### config.mk
export PLATFORM = sky130hd
export DESIGN_NAME = csa_stream_accumulator
export DESIGN_NICKNAME = d
export VERILOG_FILES = /design/src/rtl/csa_stream_accumulator.sv
export SDC_FILE = /design/constraint.sdc
export NUM_CORES = 1
export LEC_CHECK = 0
export CAP_MARGIN = 20
export CORE_MARGIN = 2
export CORE_UTILIZATION = 50
export CTS_BUF_LIST = sky130_fd_sc_hd__clkbuf_8
export DETAILED_ROUTE_END_ITERATION = 16
export PLACE_DENSITY = 0.73
export REMOVE_ABC_BUFFERS = 1
export SLEW_MARGIN = 10
export SYNTH_ARGS = -nofsm -noshare
export SYNTH_HDL_FRONTEND = slang
export SYNTH_SLANG_ARGS = --single-unit
### constraint.sdc
create_clock -name clk -period 2.28 [get_ports clk]
set_input_delay 0.228 -clock clk [delete_from_list [all_inputs] [get_ports clk]]
set_output_delay 0.228 -clock clk [all_outputs]
set_load 0.03 [all_outputs]
### src/rtl/csa_stream_accumulator.sv
// csa_stream_accumulator
// Framed streaming adder. Operands are folded into a carry-save pair (s, c)
// with one 3:2 compression per accepted beat. At the end of a frame the pair
// is resolved by a chunked ripple adder that handles CHUNK bits per cycle.
// The result is then held on a valid/ready output until it is taken.
module csa_stream_accumulator #(
   parameter int N     = 8,
   parameter int ACC_W = 16,
   parameter int CHUNK = 4,
   parameter int CNT_W = 8
) (
   input  logic             clk,
   input  logic             rst,
   input  logic             in_valid,
   input  logic [N-1:0]     in_data,
   input  logic             in_last,
   output logic             in_ready,
   output logic             out_valid,
   output logic [ACC_W-1:0] out_data,
   output logic [CNT_W-1:0] out_count,
   output logic             out_overflow,
   input  logic             out_ready
);

   localparam int NCH = ACC_W / CHUNK;
   localparam int K_W = $clog2(NCH + 1);
   // k_r runs one step past the last chunk. That extra cycle folds the final
   // carry into the overflow flag, so the result appears NCH+1 edges after the
   // last beat.
   localparam logic [K_W-1:0] K_LAST = K_W'(NCH);

   typedef enum logic [1:0] {
      ACCUM   = 2'd0,
      RESOLVE = 2'd1,
      DONE    = 2'd2
   } state_t;

   state_t             state_r, state_nxt_s;
   logic [ACC_W-1:0]   s_r, c_r, res_r;
   logic               carry_r;
   logic [CNT_W-1:0]   cnt_r;
   logic               ovf_r;
   logic [K_W-1:0]     k_r;

   logic               accept_s;
   logic [ACC_W-1:0]   x_s;
   logic [ACC_W-1:0]   m_s;
   logic [CHUNK:0]     chunk_s;

   assign in_ready     = (state_r == ACCUM);
   assign out_valid    = (state_r == DONE);
   assign out_data     = res_r;
   assign out_count    = cnt_r;
   assign out_overflow = ovf_r;

   assign accept_s = in_valid && in_ready;
   assign x_s      = {{(ACC_W-N){1'b0}}, in_data};
   assign m_s      = (s_r & c_r) | (s_r & x_s) | (c_r & x_s);
   // During resolve, s_r and c_r shift right each cycle, so the live chunk is always at bit 0.
   assign chunk_s  = {1'b0, s_r[CHUNK-1:0]} + {1'b0, c_r[CHUNK-1:0]} + {{CHUNK{1'b0}}, carry_r};

   // State register.
   always_ff @(posedge clk or posedge rst) begin
      if (rst) begin
         state_r <= ACCUM;
      end else begin
         state_r <= state_nxt_s;
      end
   end

   // Next-state logic for the frame sequence ACCUM -> RESOLVE -> DONE.
   always_comb begin
      state_nxt_s = state_r;
      case (state_r)
         ACCUM: begin
            if (accept_s && in_last) begin
               state_nxt_s = RESOLVE;
            end else begin
               state_nxt_s = ACCUM;
            end
         end
         RESOLVE: begin
            if (k_r == K_LAST) begin
               state_nxt_s = DONE;
            end else begin
               state_nxt_s = RESOLVE;
            end
         end
         DONE: begin
            if (out_ready) begin
               state_nxt_s = ACCUM;
            end else begin
               state_nxt_s = DONE;
            end
         end
         default: state_nxt_s = ACCUM;
      endcase
   end

   // Datapath: carry-save accumulate, chunked resolve, and clear on result handoff.
   always_ff @(posedge clk or posedge rst) begin
      if (rst) begin
         s_r     <= {ACC_W{1'b0}};
         c_r     <= {ACC_W{1'b0}};
         res_r   <= {ACC_W{1'b0}};
         carry_r <= 1'b0;
         cnt_r   <= {CNT_W{1'b0}};
         ovf_r   <= 1'b0;
         k_r     <= {K_W{1'b0}};
      end else begin
         case (state_r)
            ACCUM: begin
               if (accept_s) begin
                  s_r   <= s_r ^ c_r ^ x_s;
                  c_r   <= {m_s[ACC_W-2:0], 1'b0};
                  ovf_r <= ovf_r | m_s[ACC_W-1];
                  if (cnt_r != {CNT_W{1'b1}}) begin
                     cnt_r <= cnt_r + CNT_W'(1);
                  end
                  if (in_last) begin
                     k_r     <= {K_W{1'b0}};
                     carry_r <= 1'b0;
                  end
               end
            end
            RESOLVE: begin
               if (k_r != K_LAST) begin
                  res_r   <= {chunk_s[CHUNK-1:0], res_r[ACC_W-1:CHUNK]};
                  s_r     <= s_r >> CHUNK;
                  c_r     <= c_r >> CHUNK;
                  carry_r <= chunk_s[CHUNK];
                  k_r     <= k_r + K_W'(1);
               end else begin
                  ovf_r   <= ovf_r | carry_r;
               end
            end
            DONE: begin
               if (out_ready) begin
                  s_r     <= {ACC_W{1'b0}};
                  c_r     <= {ACC_W{1'b0}};
                  res_r   <= {ACC_W{1'b0}};
                  carry_r <= 1'b0;
                  cnt_r   <= {CNT_W{1'b0}};
                  ovf_r   <= 1'b0;
                  k_r     <= {K_W{1'b0}};
               end
            end
            default: begin
               s_r <= {ACC_W{1'b0}};
               c_r <= {ACC_W{1'b0}};
            end
         endcase
      end
   end

endmodule

==> Implementation_results.wiki <==
{| class="wikitable"
! Metric !! Value
|-
| Post-CTS Setup Bufs || 0
|-
| Fraction of the yosys area taken by sequential cells || roughly half
|-
| Maximum buffer depth of the clock tree || 2
|-
| Proportion of netlist area held by the largest area contributor || around half
|-
| Height of the die || between 80 and 90 µm
|-
| Main flop type after synthesis || dfrtp_1
|-
| Clk pin slew, worst setup/hold paths || 0.07 ns
|-
| First drt pass iteration count || 4
|-
| Result of the run || complete, no violations
|-
| Number of instances in the synthesized netlist || around 290
|-
| Required time at the worst-slack endpoint || between 2 and 2.5 ns
|-
| Ratio of cells with drive above 1 in the final layout || about 9.0%
|-
| Most area-consuming cells after synthesis || dfrtp_1 (49%), mux2i_1 (7.7%), fa_1 (6.2%)
|-
| Most used standard cell by instance count after synthesis || dfrtp_1
|-
| Placed cell area || between 3000 and 4000 µm²
|-
| Clock Tree Root || clkbuf_8
|-
| Cts-stage hold buffer count || 0
|-
| Std cell rows || 29
|-
| Cell taking the most area after synthesis || dfrtp_1
|-
| Clock latency at the later pin of the worst-skew pair || 0.33 ns
|-
| Combined area of all synthesized cells || ~3200 µm²
|-
| Number of flops mapped to enable cells by yosys || 0
|-
| GR Util All Layers || 19.1%
|-
| H-Tree Level Count || 3
|-
| Count of yosys warnings during synthesis || 0
|-
| Per-cell via count in the routed design || 5.60
|-
| Area enclosed by the die boundary || between 7000 and 8000 µm²
|-
| Avg Cell Area, Syn || 11.3 µm²
|-
| Clock tree from TritonCTS || yes
|-
| Arrival @ worst endpoint || between 1.5 and 2 ns
|-
| Largest net degree at the start of global routing || 64
|-
| Final HPWL DP || between 4000 and 5000 µm
|-
| Final-report setup violation count || 0
|-
| Count of endpoints failing hold in the final timing report || 0
|-
| Antenna violations before repair || 0
|-
| Total number of vias || around 2300
|-
| Number of I/O port buffers || 39
|-
| Critical path startpoint category || register
|-
| Cell chain of the critical path || nand2b_1 > inv_1 > clkdlybuf4s50_1
|-
| Number of pins exceeding their max-slew limit in the final report || 0
|-
| #FFs+latches synth || 63
|-
| Worst clock skew || slightly below 0.01 ns
|-
| Critical Setup Path Class || reg -> out
|-
| Number of antenna cells inserted || 0
|-
| Count of distinct cell types in the synthesized netlist || 42
|-
| Commonest cells post-synth || dfrtp_1 (63), nand2_1 (52), mux2i_1 (25)
|-
| Largest fanout on the critical path || 9
|-
| Ports placed on the boundary || 40
|-
| Slowest cell on the critical path || clkdlybuf4s50_1
|-
| Number of buffers created by CTS || 9
|-
| Post-Route WL || between 6000 and 7000 µm
|-
| Remaining design rule violation count || 0
|-
| Routed length per placed instance || 15.3 µm
|-
| Total gr overflow || 0
|-
| Net count of the finished layout || approximately 370
|-
| Maximum cell stage delay along the critical path || 0.66 ns
|-
| Last weighted congestion value of the routability-driven placer || slightly below 0.8
|-
| Hold/Removal Path Class || in -> async
|-
| Worst-case headroom to the max-slew limit || between 50% and 60%
|-
| Number of DRC violations after detailed-routing iteration 0 || 93
|-
| Async set or reset register ratio after synthesis || 100%
|-
| Time the worst path needs with I/O delays and setup || 2.02 ns
|-
| Total power density per cell area || approximately 1300 nW/µm²
|-
| Layout area overhead || 20.8%
|-
| ANT nets after route || 0
|-
| Post-route fraction of the period consumed by the critical path || 88.5%
|-
| Leakage power || 1.85 nW
|-
| Starting utilization of the core area || about half
|-
| Post-route cell area || between 3000 and 4000 µm²
|-
| RSZ-0062 raised after global routing || no
|-
| Chip width || approximately 85 µm
|-
| First-pass GRT wire length || around 11000 µm
|-
| Least-Margin Pin Slew || roughly 0.71 ns
|-
| Number of instances resized during post-cts repair || 0
|-
| Max Clock Freq || 496 MHz
|-
| Element type at the critical path end || output port
|-
| Worst-case hold slack || 0.262 ns
|-
| Core outline area || approximately 6300 µm²
|-
| Max VDD drop || ~0.00083 V
|-
| Total power || 5.20 mW
|-
| Max-cap check violation count || 0
|-
| CTS sink cnt || 63
|-
| Via count of the first global-routing pass || 2227
|}
==> flip-flops by register name (all words and copies together), names as in the netlist <==
signal	cells
state_r	2
out_data	16
c_r	16
out_count	8
out_overflow	1
s_r	16
carry_r	1
k_r	3
==> logic make-up (layout without fill, tap and decap cells) <==
group | Yosys count | count (layout) | share of synthesized area [%]
buffers and inverters | 20 | 66 | 3.16
DFF | 63 | 63 | 48.6
AOI/OAI and AO/OA | 79 | 79 | 17.8
adders and majority gates | 24 | 24 | 11.6
and+or+nand+nor | 75 | 75 | 10.7
xor gates and xnor gates | 2 | 2 | 0.540
muxes | 25 | 25 | 7.71
==> metrics by stage <==
stage	util (%)	setup WS (ns)	cells	setup TNS (ns)
final	62.1	0.262	411	0
after global routing	62.1	0.185	411	0
after CTS	62.1	0.239	411	0
after detailed placement	59.1	0.434	395	0
after global placement	59.1	0.506	395	0
after floorplan	-	-0.812	272	-25.75
==> area by class of cell <==
class	instances	area, µm²
Clock inverter	6	52.6
Clock buffer	10	138
Tap cell	77	96.3
Fill cell	513	2390
Multi-Input combinational cell	205	1580
Inverter	4	15.0
Sequential cell	63	1580
Timing Repair Buffer	46	465
==> critical path: cells and delay by family (launching register included) <==
family	cells	cell delay [ns]
flops	1	0.47
simple gates	1	0.25
buf+inv	2	0.74
==> where the power goes <==
| group | internal, mW | switching (mW) |
|---|---|---|
| clock network | 0.521 | 0.402 |
| registers | 1.46 | 0.358 |
| logic | 1.07 | 1.39 |
==> final timing paths <==
check / from / endpoint / slack (ns) / cells past startpoint
max: state_r[0] / out_valid / 0.26 / 3
min: rst / k_r[2] / 0.26 / 3
max reg2reg: s_r[0] / carry_r / 0.43 / 5
min reg2reg: out_data[1] / out_data[1] / 0.49 / 1
max in group asynchronous: rst / c_r[11] / 1.72 / 3
min in group clk: out_data[1] / out_data[1] / 0.49 / 1
==> cells in the final DEF (no fill, tap or decap), drive strengths merged, types with 2 or more instances in the layout <==
cell           Yosys  layout
a21o               4       4
a21oi              7       7
a22o              15      15
a31oi              3       3
and3               2       2
buf               13       8
clkbuf             3      10
clkdlybuf4s50      0      38
clkinv             0       3
dfrtp             63      63
fa                10      10
ha                14      14
inv                4       6
mux2i             25      25
nand2             52      52
nand2b             2       2
nand3              7       7
nor2               2       2
nor2b              2       2
nor3b              3       3
o21a               2       2
o21ai             16      16
o22a               2       2
o31ai             23      23
==> layer usage <==
layer,vias to the layer above,part of all wire [%],GRT usage [%]
met2,48,47,28.8
li1,1130,-,-
met5,-,0,0
met3,7,4.4,6.10
met4,0,1.3,5.05
met1,1116,48,27.0
Note: power is estimated with default switching activity, not from simulation.
==> RTL edit 1, RTL diff (config.mk and constraints unchanged) <==
Put one more register stage on the output `out_count`, cleared by the reset. The value now appears one clock later. The other outputs are not delayed to match.
--- a/src/rtl/csa_stream_accumulator.sv
+++ b/src/rtl/csa_stream_accumulator.sv
@@ -50,7 +50,13 @@
    assign in_ready     = (state_r == ACCUM);
    assign out_valid    = (state_r == DONE);
    assign out_data     = res_r;
-   assign out_count    = cnt_r;
+   always_ff @(posedge clk or posedge rst) begin
+      if (rst) begin
+         out_count <= '0;
+      end else begin
+         out_count <= cnt_r;
+      end
+   end
    assign out_overflow = ovf_r;
 
    assign accept_s = in_valid && in_ready;
Behaviour: not the same (a bounded check fails within 4 cycles, from zero or initial values and one cycle with rst high).
==> RTL edit 1 against the original RTL <==
  * Design area up 6.2%
  * Via count up 4.9%
  * Final cell count up 3.6%
  * Critical path depth unchanged
  * Non-clock buffer count up 2
  * Global-route usage up 0.067 points
  * Sequential cell count up 8
  * First-iteration DRC count up 2.2%
  * Setup slack worse by 0.11 ns
  * Routed wire length up 4.3%
  * Area after synthesis up 6.3%
  * Total power up 9.6%
  * Highest routed layer unchanged
==> RTL edit 1: results (changes against the original RTL) <==
* Dpl hpwl at 4.447 mm (+3.5%)
* Filler Cell Count at 526 (+2.5%)
* Via count at 2414 (+4.9%)
* Vias in the first global route at 2326 (+4.4%)
* Post-synthesis sequential area ratio at 51.49% (+2.9 points)
* Largest net degree at the start of global routing at 72 (+13%)
* Clock-pin slew on the worst setup and hold paths at 0.08 ns
* Leak at 1.977 nW (+6.6%)
* Worst slew margin at 73.39% (+21 points)
* Placed Area at 3966 um^2 (+6.3%)
* Drt wl/cell at 15.42 um (+0.63%)
* Clk buf depth at 2 (unchanged)
* Status: completed
* Post-synth cell types at 39 (-7.1%)
* Main area contributors after synthesis: dfrtp_1, mux2i_1, fa_1, nand2_1, o31ai_1
* CTS Root Buffer Type: clkbuf_8
* Htree depth at 3 (unchanged)
* DRT iter0 DRCs at 95 (+2.2%)
* Cts bufs inserted at 9 (unchanged)
* Reg-to-reg critical path startpoint: s_r[0]
* RD Place Congestion at 0.8230 (+3.5%)
* Global-route wire length before repair at 11.16 mm (+2.5%)
* Peak supply drop at 508.7 uV (-39%)
* Number of setup buffers added after CTS at 0 (unchanged)
* Reg-to-Reg End: carry_r
* Gr usage total at 19.19% (+0.067 points)
* Diode count at 0 (unchanged)
* Yosys warnings at 0 (unchanged)
* Post-CTS sizing at 0 (unchanged)
* Clock skew at 0.009603 ns (-0.0002798 ns)
* Nets at 378 (+3.3%)
* Register-to-Register Path Depth at 5 (unchanged)
* Synth cell count leaders: dfrtp_1, nand2_1, o31ai_1, mux2i_1, a22o_1
* Die footprint at 7582 um^2 (+6.0%)
* Crit path DAT at 1.90 ns (+0.11 ns)
* Clock latency on the worst-skew pair at 0.35 ns (+0.02 ns)
* Layout cell share with drive strength beyond 1 at 9.538% (+0.56 points)
* Top fanout value on the critical path at 7 (-2)
* Input/output buffers at 39 (unchanged)
* Hold WC Path Type: input pin to asynchronous set/reset pin
* Most common cell in the netlist: dfrtp_1
-- RTL edit 1: cell count changes after synthesis, sizes merged, moves of 3 or more --
cell / change
a211o: +3
a21oi: +3
dfrtp: +8
inv: +4
nand2: -3
nor3b: -3
o21ai: -4
-- RTL edit 1: metal layers --
layer,track usage [%],wire length [um]
met1,26.60,3229
met2,29.56,3031
met3,4.360,222
met4,7.244,86
met5,0,0
-- RTL edit 1: critical path: stages (launching register included) --
cell	delay, ns
dfrtp_1	0.39
nand2b_1	0.27
inv_2	0.20
clkdlybuf4s50_1	0.70
-- RTL edit 1: how the worst max path moves through the flow --
stage	startpoint	end	slack, ns	depth (start not counted)
6_report	state_r[0]	out_valid	0.15	3
5_1_grt	state_r[0]	out_valid	0.09	3
4_1_cts	state_r[0]	out_valid	0.14	3
3_5_place_dp	in_valid	cnt_r[7]	0.23	5
3_3_place_gp	in_valid	cnt_r[7]	0.27	5
2_1_floorplan	state_r[0]	c_r[12]	-1.31	3
-- RTL edit 1: power by group --
| group | total [mW] | switching, mW | internal (mW) |
|---|---|---|---|
| clock network | 1.00 | 0.473 | 0.531 |
| logic | 2.67 | 1.52 | 1.15 |
| registers | 2.03 | 0.370 | 1.66 |
-- RTL edit 1: area by class of cell --
type                       count  area [um^2]  area share, %
clock inverter                 6        61.31          1.472
sequential                    71         1777          42.66
inverter                       8        30.03         0.7209
clock buffer                  10        137.6          3.304
multi-input combinational    203         1579          37.91
tap                           80        100.1          2.403
timing repair buffer          48        480.5          11.54
-- RTL edit 1: logic make-up (layout without fill, tap and decap cells) --
kind of cell / Yosys count / count (layout) / share of synthesized area [%]
XOR/XNOR: 4 / 4 / 1.015
buffers and inverters: 24 / 72 / 3.082
adder cells (fa/ha/maj): 24 / 24 / 10.88
multiplexers: 24 / 24 / 6.998
AND/OR/NAND/NOR: 74 / 74 / 9.573
flip-flops: 71 / 71 / 51.49
AO/OA/AOI/OAI: 77 / 77 / 16.97
-- RTL edit 1: stage by stage --
stage / std cells / setup WS [ns] / hold WS, ns
floorplan: 282 / -1.312 / 0.3137
global route: 426 / 0.08818 / 0.3114
detailed placement: 410 / 0.2340 / 0.4498
finish: 426 / 0.1526 / 0.2779
global placement: 410 / 0.2686 / 0.4440
CTS: 426 / 0.1445 / 0.3044
==> RTL edit 2, RTL diff (same flow settings) <==
Without the edit above. Set the parameter `CHUNK` to 2 (it was 4).
--- a/src/rtl/csa_stream_accumulator.sv
+++ b/src/rtl/csa_stream_accumulator.sv
@@ -6,7 +6,7 @@
 module csa_stream_accumulator #(
    parameter int N     = 8,
    parameter int ACC_W = 16,
-   parameter int CHUNK = 4,
+   parameter int CHUNK = 2,
    parameter int CNT_W = 8
 ) (
    input  logic             clk,
Check against the original RTL: not equivalent (a bounded check fails within 4 cycles, from zero or initial values and one cycle with rst high).
==> RTL edit 2 against the original RTL <==
  * Via count increased by 9.5%
  * Total power up 0.37%
  * First-iteration DRC count rose by 66%
  * Critical path depth is the same
  * Sequential share of layout area up 0.47 points
  * Sequential power rose by 3%
  * Setup slack got worse by 0.034 ns
  * Sequential cell count rose by 1
  * Final cell count increased by 8.0%
  * Area after synthesis increased by 0.50%
  * Routed wire length rose by 3.9%
  * Design area rose by 0.41%
  * Clock skew down 0.00051 ns
  * Register-to-register slack better by 0.08 ns
  * Highest routed layer unchanged
==> RTL edit 2: results (changes against the original RTL) <==
* Post-Place Cells at 428 (+8.4%)
* Dpl hpwl at 4.351 mm (+1.3%)
* Post-synth cell types at 45 (+7.1%)
* Nets at 396 (+8.2%)
* Clock skew at 0.009372 ns (-0.0005107 ns)
* Largest net degree at the start of global routing at 65 (+1.6%)
* RD Place Congestion at 0.7657 (-3.7%)
* Hold WC Path Type: input pin to asynchronous set/reset pin
* Peak supply drop at 942.7 uV (+13%)
* Crit path DAT at 1.82 ns (+0.03 ns)
* Status: completed
* Vias in the first global route at 2410 (+8.2%)
* Worst slew margin at 73.14% (+20 points)
* Detailed-route wire length on metal 1 at 3.198 mm (+6.5%)
* Drt first pass iters at 5 (+1)
* DRT iter0 DRCs at 154 (+66%)
* Synth cell count leaders: nand2_1, dfrtp_1, o21ai_0, a22oi_1, nand3_1
* Layout cell share with drive strength beyond 1 at 10.35% (+1.4 points)
* Top fanout value on the critical path at 11 (+2)
* Pre-CTS setup slack at 0.3740 ns (-0.06020 ns)
* Number of setup buffers added after CTS at 0 (unchanged)
* Post-synth top flop: dfrtp_1
* Cells after synthesis at 322 (+12%)
* Via count at 2519 (+9.5%)
* Routed length on met2 at 3.021 mm (+2.9%)
* Async SR Flop Fraction at 100.0% (unchanged)
* Post-synthesis sequential area ratio at 49.08% (+0.52 points)
* WL final at 6.543 mm (+3.9%)
* Most common cell in the netlist: nand2_1
* Main area contributors after synthesis: dfrtp_1, nand2_1, fa_1, a22oi_1, o21ai_0
* Register-to-Register Path Depth at 6 (+1)
* Leak at 1.782 nW (-3.9%)
* Global-route wire length before repair at 11.32 mm (+4.0%)
[RTL edit 2: critical path, delay by kind of cell, from the launching register on]
family	cells	cell delay, ns
and+or+nand+nor	1	0.13
buffers and inverters	2	0.77
DFF	1	0.59
[RTL edit 2: area by class of cell]
class	instances	area (um^2)
inverters	11	41.29
repair buffers	47	473.0
fillers	551	2375
clock inverters	7	71.32
well taps	77	96.34
flip-flops and latches	64	1602
multi-input cells	229	1531
clock buffers	9	123.9
[RTL edit 2: kinds of logic (layout without fill, tap and decap cells)]
logic type	Yosys count	after routing	share of synthesized area [%]
DFF	64	64	49.08
AOI/OAI and AO/OA	87	87	17.10
muxes	5	5	1.649
and+or+nand+nor	116	116	17.60
adders and majority gates	21	21	10.35
buffers and inverters	29	74	4.217
[RTL edit 2: path summary, 6_finish.rpt]
| check | startpoint | to | slack, ns |
|---|---|---|---|
| max | state_r[1] | out_valid | 0.23 |
| min | rst | s_r[6] | 0.29 |
| max reg2reg | state_r[0] | out_data[15] | 0.51 |
| min reg2reg | out_data[13] | out_data[11] | 0.50 |
| max in group asynchronous | rst | out_data[2] | 1.72 |
| min in group clk | out_data[13] | out_data[11] | 0.50 |
[RTL edit 2: routing by layer]
metal,global-route usage (%),vias up
met1,27.05,1229
met2,30.42,59
met3,4.621,7
li1,-,1224
met5,0,-
met4,6.782,0
[RTL edit 2: power breakdown]
group	switching, mW	leakage [nW]	total [mW]	internal (mW)
combinational	1.43	0.835	2.37	0.942
clock	0.468	0.103	0.975	0.507
sequential	0.374	0.844	1.88	1.50
total	2.27	1.78	5.22	2.95
[RTL edit 2: stage by stage]
step	utilization, %	area [um^2]	TNS (ns)
finish	62.39	3939	0
global route	62.39	3939	0
CTS	62.39	3939	0
detailed placement	59.29	3744	0
global placement	59.29	3744	0
floorplan	-	3167	-1.839
